==> config.mk <==
export PLATFORM = sky130hd
export DESIGN_NAME = mem_arbiter_flat
export DESIGN_NICKNAME = d
export VERILOG_FILES = /design/src/rtl/mem_arbiter_pkg.sv /design/src/rtl/mem_arbiter_if.sv /design/src/rtl/mem_arb_lat_cnt.sv /design/src/rtl/mem_arbiter.sv /design/src/flat_wrapper.sv
export SDC_FILE = /design/constraint.sdc
export NUM_CORES = 1
export LEC_CHECK = 0
export BUFFER_PORTS_ARGS = -buffer_cell sky130_fd_sc_hd__buf_2
export CORE_AREA = 3 3 114 116
export CTS_BUF_LIST = sky130_fd_sc_hd__clkbuf_4 sky130_fd_sc_hd__clkbuf_8
export DETAILED_ROUTE_END_ITERATION = 8
export DIE_AREA = 0 0 117 119
export GPL_TIMING_DRIVEN = 1
export PLACE_DENSITY_LB_ADDON = 0.05
export SYNTH_ARGS = -nofsm -noshare
export SYNTH_HDL_FRONTEND = slang
export SYNTH_SLANG_ARGS = --single-unit
==> constraint.sdc <==
create_clock -name clk -period 2 [get_ports clk]
set_input_delay 0.2 -clock clk [delete_from_list [all_inputs] [get_ports clk]]
set_output_delay 0.2 -clock clk [all_outputs]
set_load 0.05 [all_outputs]
==> src/rtl/mem_arbiter_pkg.sv <==
// Shared encodings and grant helpers for the CPU/DMA unified-memory arbiter.
package mem_arbiter_pkg;

  localparam logic [1:0] ST_IDLE = 2'd0;
  localparam logic [1:0] ST_ACC  = 2'd1;
  localparam logic [1:0] ST_RESP = 2'd2;

  localparam logic [1:0] OWNER_NONE = 2'b00;
  localparam logic [1:0] OWNER_CPU  = 2'b01;
  localparam logic [1:0] OWNER_DMA  = 2'b10;

  // CPU wins contention until its run budget is spent, then DMA is forced.
  function automatic logic [1:0] grant_sel(input logic cpu_req,
                                           input logic dma_req,
                                           input logic run_full);
    if (cpu_req && (!dma_req || !run_full)) begin
      return OWNER_CPU;
    end else if (dma_req) begin
      return OWNER_DMA;
    end
    return OWNER_NONE;
  endfunction

endpackage

==> src/rtl/mem_arbiter_if.sv <==
// One requester's req/ready access port; the arbiter takes the slave side.
interface mem_arbiter_if #(
  parameter int AW = 32,
  parameter int DW = 32
);
  logic          req;
  logic          we;
  logic [AW-1:0] adr;
  logic [DW-1:0] wdata;
  logic [DW-1:0] rdata;
  logic          ready;

  modport master (
    output req,
    output we,
    output adr,
    output wdata,
    input  rdata,
    input  ready
  );

  modport slave (
    input  req,
    input  we,
    input  adr,
    input  wdata,
    output rdata,
    output ready
  );
endinterface

==> src/rtl/mem_arb_lat_cnt.sv <==
// Access-latency counter: held at zero by load, counts while enabled, flags the last access cycle.
module mem_arb_lat_cnt #(
  parameter int MEM_LAT = 1
) (
  input  logic clk,
  input  logic reset,
  input  logic i_load,
  input  logic i_count,
  output logic o_done
);
  localparam int CW = $clog2(MEM_LAT + 1);
  localparam logic [CW-1:0] LAST = CW'(MEM_LAT - 1);

  logic [CW-1:0] r_cnt;
  logic          w_last;

  assign w_last = (r_cnt == LAST);
  assign o_done = i_count && w_last;

  always_ff @(posedge clk) begin
    if (reset || i_load) begin
      r_cnt <= '0;
    end else if (i_count && !w_last) begin
      r_cnt <= r_cnt + CW'(1);
    end
  end

endmodule

==> src/rtl/mem_arbiter.sv <==
// Shares the single-port unified memory between CPU and DMA: fixed CPU priority with a
// starvation limit, every access sequenced IDLE -> ACC (MEM_LAT cycles) -> RESP.
module mem_arbiter
  import mem_arbiter_pkg::*;
#(
  parameter int AW          = 32,
  parameter int DW          = 32,
  parameter int MEM_LAT     = 1,
  parameter int MAX_CPU_RUN = 4
) (
  input  logic          clk,
  input  logic          reset,
  mem_arbiter_if.slave  cpu_bus,
  mem_arbiter_if.slave  dma_bus,
  output logic          mem_en,
  output logic          mem_we,
  output logic [AW-1:0] mem_adr,
  output logic [DW-1:0] mem_wd,
  input  logic [DW-1:0] mem_rd,
  output logic [1:0]    owner
);
  localparam int RW = $clog2(MAX_CPU_RUN + 1);
  localparam logic [RW-1:0] RUN_MAX = RW'(MAX_CPU_RUN);

  logic [1:0]    r_state;
  logic [1:0]    r_owner;
  logic          r_we;
  logic [AW-1:0] r_adr;
  logic [DW-1:0] r_wdata;
  logic [DW-1:0] r_rdata;
  logic [RW-1:0] r_run_cnt;

  logic [1:0]    w_grant;
  logic          w_run_full;
  logic          w_done;
  logic          w_in_acc;
  logic          w_in_resp;
  logic          w_cpu_ready;
  logic          w_dma_ready;
  logic          w_sel_we;
  logic [AW-1:0] w_sel_adr;
  logic [DW-1:0] w_sel_wdata;
  logic [RW-1:0] w_run_next;

  assign w_in_acc   = (r_state == ST_ACC);
  assign w_in_resp  = (r_state == ST_RESP);
  assign w_run_full = (r_run_cnt >= RUN_MAX);
  assign w_grant    = (r_state == ST_IDLE) ?
                      grant_sel(cpu_bus.req, dma_bus.req, w_run_full) : OWNER_NONE;

  always_comb begin
    w_sel_we    = cpu_bus.we;
    w_sel_adr   = cpu_bus.adr;
    w_sel_wdata = cpu_bus.wdata;
    if (w_grant == OWNER_DMA) begin
      w_sel_we    = dma_bus.we;
      w_sel_adr   = dma_bus.adr;
      w_sel_wdata = dma_bus.wdata;
    end
  end

  // Only contended CPU grants consume the run budget; anything else refills it.
  always_comb begin
    w_run_next = r_run_cnt;
    if (w_grant == OWNER_DMA || (w_grant == OWNER_CPU && !dma_bus.req)) begin
      w_run_next = '0;
    end else if (w_grant == OWNER_CPU && !w_run_full) begin
      w_run_next = r_run_cnt + RW'(1);
    end
  end

  mem_arb_lat_cnt #(
    .MEM_LAT (MEM_LAT)
  ) u_lat_cnt (
    .clk     (clk),
    .reset   (reset),
    .i_load  (!w_in_acc),
    .i_count (w_in_acc),
    .o_done  (w_done)
  );

  always_ff @(posedge clk) begin
    if (reset) begin
      r_state   <= ST_IDLE;
      r_owner   <= OWNER_NONE;
      r_we      <= 1'b0;
      r_adr     <= '0;
      r_wdata   <= '0;
      r_rdata   <= '0;
      r_run_cnt <= '0;
    end else begin
      r_run_cnt <= w_run_next;
      case (r_state)
        ST_IDLE: begin
          if (w_grant != OWNER_NONE) begin
            r_owner <= w_grant;
            r_we    <= w_sel_we;
            r_adr   <= w_sel_adr;
            r_wdata <= w_sel_wdata;
            r_state <= ST_ACC;
          end
        end
        ST_ACC: begin
          // Writes capture mem_rd too, so the completion path is uniform.
          if (w_done) begin
            r_rdata <= mem_rd;
            r_state <= ST_RESP;
          end
        end
        ST_RESP: begin
          r_owner <= OWNER_NONE;
          r_state <= ST_IDLE;
        end
        default: begin
          r_owner <= OWNER_NONE;
          r_state <= ST_IDLE;
        end
      endcase
    end
  end

  assign mem_en  = w_in_acc;
  assign mem_we  = w_in_acc & r_we;
  assign mem_adr = r_adr;
  assign mem_wd  = r_wdata;
  assign owner   = r_owner;

  assign w_cpu_ready   = w_in_resp && (r_owner == OWNER_CPU);
  assign w_dma_ready   = w_in_resp && (r_owner == OWNER_DMA);
  assign cpu_bus.ready = w_cpu_ready;
  assign dma_bus.ready = w_dma_ready;
  assign cpu_bus.rdata = w_cpu_ready ? r_rdata : '0;
  assign dma_bus.rdata = w_dma_ready ? r_rdata : '0;

endmodule

==> src/flat_wrapper.sv <==
// flat-port wrapper written by rule: the top's interface ports become plain ports
module mem_arbiter_flat import mem_arbiter_pkg::*;
#(
  parameter int AW          = 32,
  parameter int DW          = 32,
  parameter int MEM_LAT     = 1,
  parameter int MAX_CPU_RUN = 4
)
  (clk, reset, mem_en, mem_we, mem_adr, mem_wd, mem_rd, owner, cpu_bus_req, cpu_bus_we, cpu_bus_adr, cpu_bus_wdata, cpu_bus_rdata, cpu_bus_ready, dma_bus_req, dma_bus_we, dma_bus_adr, dma_bus_wdata, dma_bus_rdata, dma_bus_ready);
  mem_arbiter_if #(.AW(AW), .DW(DW)) cpu_bus_i ();
  mem_arbiter_if #(.AW(AW), .DW(DW)) dma_bus_i ();
  input  logic clk;
  input  logic reset;
  output logic mem_en;
  output logic mem_we;
  output logic [AW-1:0] mem_adr;
  output logic [DW-1:0] mem_wd;
  input  logic [DW-1:0] mem_rd;
  output logic [1:0] owner;
  input wire logic [$bits(cpu_bus_i.req)-1:0] cpu_bus_req;
  input wire logic [$bits(cpu_bus_i.we)-1:0] cpu_bus_we;
  input wire logic [$bits(cpu_bus_i.adr)-1:0] cpu_bus_adr;
  input wire logic [$bits(cpu_bus_i.wdata)-1:0] cpu_bus_wdata;
  output wire logic [$bits(cpu_bus_i.rdata)-1:0] cpu_bus_rdata;
  output wire logic [$bits(cpu_bus_i.ready)-1:0] cpu_bus_ready;
  input wire logic [$bits(dma_bus_i.req)-1:0] dma_bus_req;
  input wire logic [$bits(dma_bus_i.we)-1:0] dma_bus_we;
  input wire logic [$bits(dma_bus_i.adr)-1:0] dma_bus_adr;
  input wire logic [$bits(dma_bus_i.wdata)-1:0] dma_bus_wdata;
  output wire logic [$bits(dma_bus_i.rdata)-1:0] dma_bus_rdata;
  output wire logic [$bits(dma_bus_i.ready)-1:0] dma_bus_ready;
  assign cpu_bus_i.req = cpu_bus_req;
  assign cpu_bus_i.we = cpu_bus_we;
  assign cpu_bus_i.adr = cpu_bus_adr;
  assign cpu_bus_i.wdata = cpu_bus_wdata;
  assign cpu_bus_rdata = cpu_bus_i.rdata;
  assign cpu_bus_ready = cpu_bus_i.ready;
  assign dma_bus_i.req = dma_bus_req;
  assign dma_bus_i.we = dma_bus_we;
  assign dma_bus_i.adr = dma_bus_adr;
  assign dma_bus_i.wdata = dma_bus_wdata;
  assign dma_bus_rdata = dma_bus_i.rdata;
  assign dma_bus_ready = dma_bus_i.ready;
  mem_arbiter #(.AW(AW), .DW(DW), .MEM_LAT(MEM_LAT), .MAX_CPU_RUN(MAX_CPU_RUN)) u_core (.clk(clk), .reset(reset), .cpu_bus(cpu_bus_i), .dma_bus(dma_bus_i), .mem_en(mem_en), .mem_we(mem_we), .mem_adr(mem_adr), .mem_wd(mem_wd), .mem_rd(mem_rd), .owner(owner));
endmodule
==> results.tsv <==
metric	value	unit
outcome	finished clean	
post-dp-hpwl	12.5	mm
via_count	5671	
wl	18.1	mm
drt_iter0_drc	352	
port_buffers	299	
holdPathStages	3	
cp.required	1800	ps
hp-start	mem_rd[16]	
tightest_slew	554	ps
path_max_fanout	16	
grt_max_degree	52	
cts_buffers	9	
syn_to_final_growth	41.4	%
cpMostUsedCell	buf_4	
layout_commonest_cell	buf_2	
fin_util	0.600	
synth.cell_area	5100	um2
first_pass_iters	4	
crit_family	buffers and inverters	
yosys_most_used_dff	dfxtp_1	
synth-seq-area-share	0.412	
fin_hold_ws	62.9	ps
finalCriticalPeriod	1930	ps
ant_nets	0	
timing.rr.start	u_core.r_state[1]$_SDFFE_PP0P_	
relSlewSlack	0.631	
grt_first_pass_wirelength	26.9	mm
end_kind	primary output	
vias_per_cell	5.55	
die_h	119	um
antennaDiodeCount	0	
syn_nets	775	
finClkSkew	11.5	ps
slowest_delay	410	ps
ctsHoldBuffers	0	
maxSlewViolCount	0	
irDropWorstVdd	0.338	mV
r2r_end	u_core.mem_adr[27]$_SDFFE_PP0P_	
cpMaxStageDelayCell	dfxtp_4	
timing.final.crit_share	0.966	
die_w	117	um
cts_max_level	3	
arrival	1730	ps
path_buf_inv	3	
setup-violations-final	0	
path_cells	nor4b_4, buf_4, buf_6, and2_2, buf_4	
cap_violations	0	
row_count	40	
grt_pass1_vias	5422	
synthCells	607	
start_kind	flip-flop	
clk_latency	370	ps
fmax	518	MHz
cts_tree	yes	
min_to	u_core.r_rdata[16]$_SDFFE_PP0P_	
overflow	0	
cts_root_buf	clkbuf_8	
reg2reg_slack	280	ps
yosysWarnings	0	
synthDistinctLibCells	33	
layout_common_cells	251 x buf_2, 103 x dfxtp_1, 70 x a21oi_1, 67 x nand3_1, 65 x a311oi_1	
cts_buffer_depth	2	
power_leakage	3.23	nW
drc	0	
path_class	reg2out	
final_nets	1037	
async_flop_share	0	
core-area	12000	um2
track_usage	0.238	
cts.clk_slew.worst_paths	100	ps
wl_per_cell	17.8	um
drive_gt1_frac	0.427	
initial_core_util	0.424	
die_area	13900	um2
ys_seq_elements	105	
num_io_pins	300	
grt_antenna_before_repair	0	
synth.avg_cell_area	8.40	um2
power_density	774	nW/um2
reg2reg_depth	5	
synth-edff-count	0	
clkSinkCount	105	
hold_class	in2reg	
finalHoldViolCount	0	
gp_congestion	0.807	
## worst reg2reg max path: cells and delay by family (launching register included)
family,cells,cell delay [ps]
and+or+nand+nor,1,480
buffers and inverters,2,430
AOI/OAI and AO/OA,2,350
DFF,1,340
## final cells by class
cell class	instances	area (um2)
Fill cell	1102	4800
Multi-Input combinational cell	424	2700
Sequential cell	105	2110
Timing Repair Buffer	325	1980
Tap cell	147	184
Clock buffer	10	138
Clock inverter	6	90.1
Inverter	4	15.0
## synth_stat cells (2+ instances only)
master      n  share of area
dfxtp_1   105           0.41
o21ai_1     9         0.0088
or2_2       2         0.0025
buf_2      25          0.025
buf_4       7          0.010
mux2i_1    32          0.063
nor4b_2     2         0.0059
ha_1        2         0.0049
a311oi_1   65           0.11
nor2b_1     2         0.0025
a21oi_1    70          0.069
and2_1     65          0.080
nand3_1    67          0.066
nor4_1      2         0.0025
nor2_1     36          0.027
clkbuf_1   38          0.028
o21ai_0    58          0.057
clkbuf_2    2         0.0020
inv_1       4         0.0029
## cells by family after synthesis
kind of cell / Yosys count / synth area share
AO/OA/AOI/OAI: 205 / 0.251
adder cells (fa/ha/maj): 2 / 0.00491
buffers and inverters: 78 / 0.0707
flip-flops: 105 / 0.412
multiplexers: 32 / 0.0628
other: 1 / 0.000736
AND/OR/NAND/NOR: 184 / 0.198
## metal layers
metal,up-vias,global-route usage,share of wire
met4,0,0.0946,0.023
met5,-,0,0
met1,2644,0.285,0.39
met2,261,0.410,0.51
met3,33,0.0483,0.078
li1,2733,-,-
## per-stage QoR
stage | setup TNS [ps] | worst slack (ps) | instances | area, um2 | power [mW]
final | 0 | 68.9 | 1021 | 7210 | 5.58
after global routing | -412 | -21.2 | 1021 | 7210 | 5.84
after CTS | 0 | 0.486 | 1016 | 7090 | 5.62
after detailed placement | 0 | 243 | 1000 | 6760 | 4.13
after global placement | 0 | 323 | 1000 | 6760 | 4.10
after floorplan | 0 | 1.60 | 607 | 5120 | 3.59
## state kept, by name, summed over array words and instances (netlist names)
name	cells
u_core.r_state	2
u_core.r_we	1
u_core.r_run_cnt	3
u_core.u_lat_cnt.r_cnt	1
u_core.mem_wd	32
u_core.r_rdata	32
u_core.owner	2
u_core.mem_adr	32
## where the power goes
group | internal (mW) | total, mW | switching, mW
registers | 2.29 | 2.41 | 0.122
logic | 0.517 | 1.67 | 1.16
clock network | 0.744 | 1.49 | 0.749
total | 3.55 | 5.58 | 2.03
## worst max-delay path by stage
| stage | from | to | slack [ps] | cells after the start |
|---|---|---|---|---|
| 5_1_grt | u_core.owner[1]$_SDFFE_PP0P_ | dma_bus_rdata[12] | -20 | 5 |
| 3_5_place_dp | u_core.r_state[0]$_SDFFE_PP0P_ | u_core.mem_wd[28]$_SDFFE_PP0P_ | 240 | 4 |
| 6_report | u_core.r_state[0]$_SDFFE_PP0P_ | dma_bus_rdata[22] | 70 | 5 |
| 3_3_place_gp | u_core.r_state[0]$_SDFFE_PP0P_ | u_core.mem_wd[17]$_SDFFE_PP0P_ | 320 | 4 |
| 4_1_cts | u_core.r_state[1]$_SDFFE_PP0P_ | dma_bus_rdata[9] | 0.5 | 5 |
| 2_1_floorplan | u_core.owner[1]$_SDFFE_PP0P_ | dma_bus_rdata[22] | 2 | 3 |
## timing repair
item / in CTS / in global routing
setup endpoints to repair: 65 / 64
gates resized for setup: 40 / 40
setup buffers: 0 / 2
pin swaps: 0 / 2
gates cloned: 0 / 3
Power figures use the tool's default switching activity.
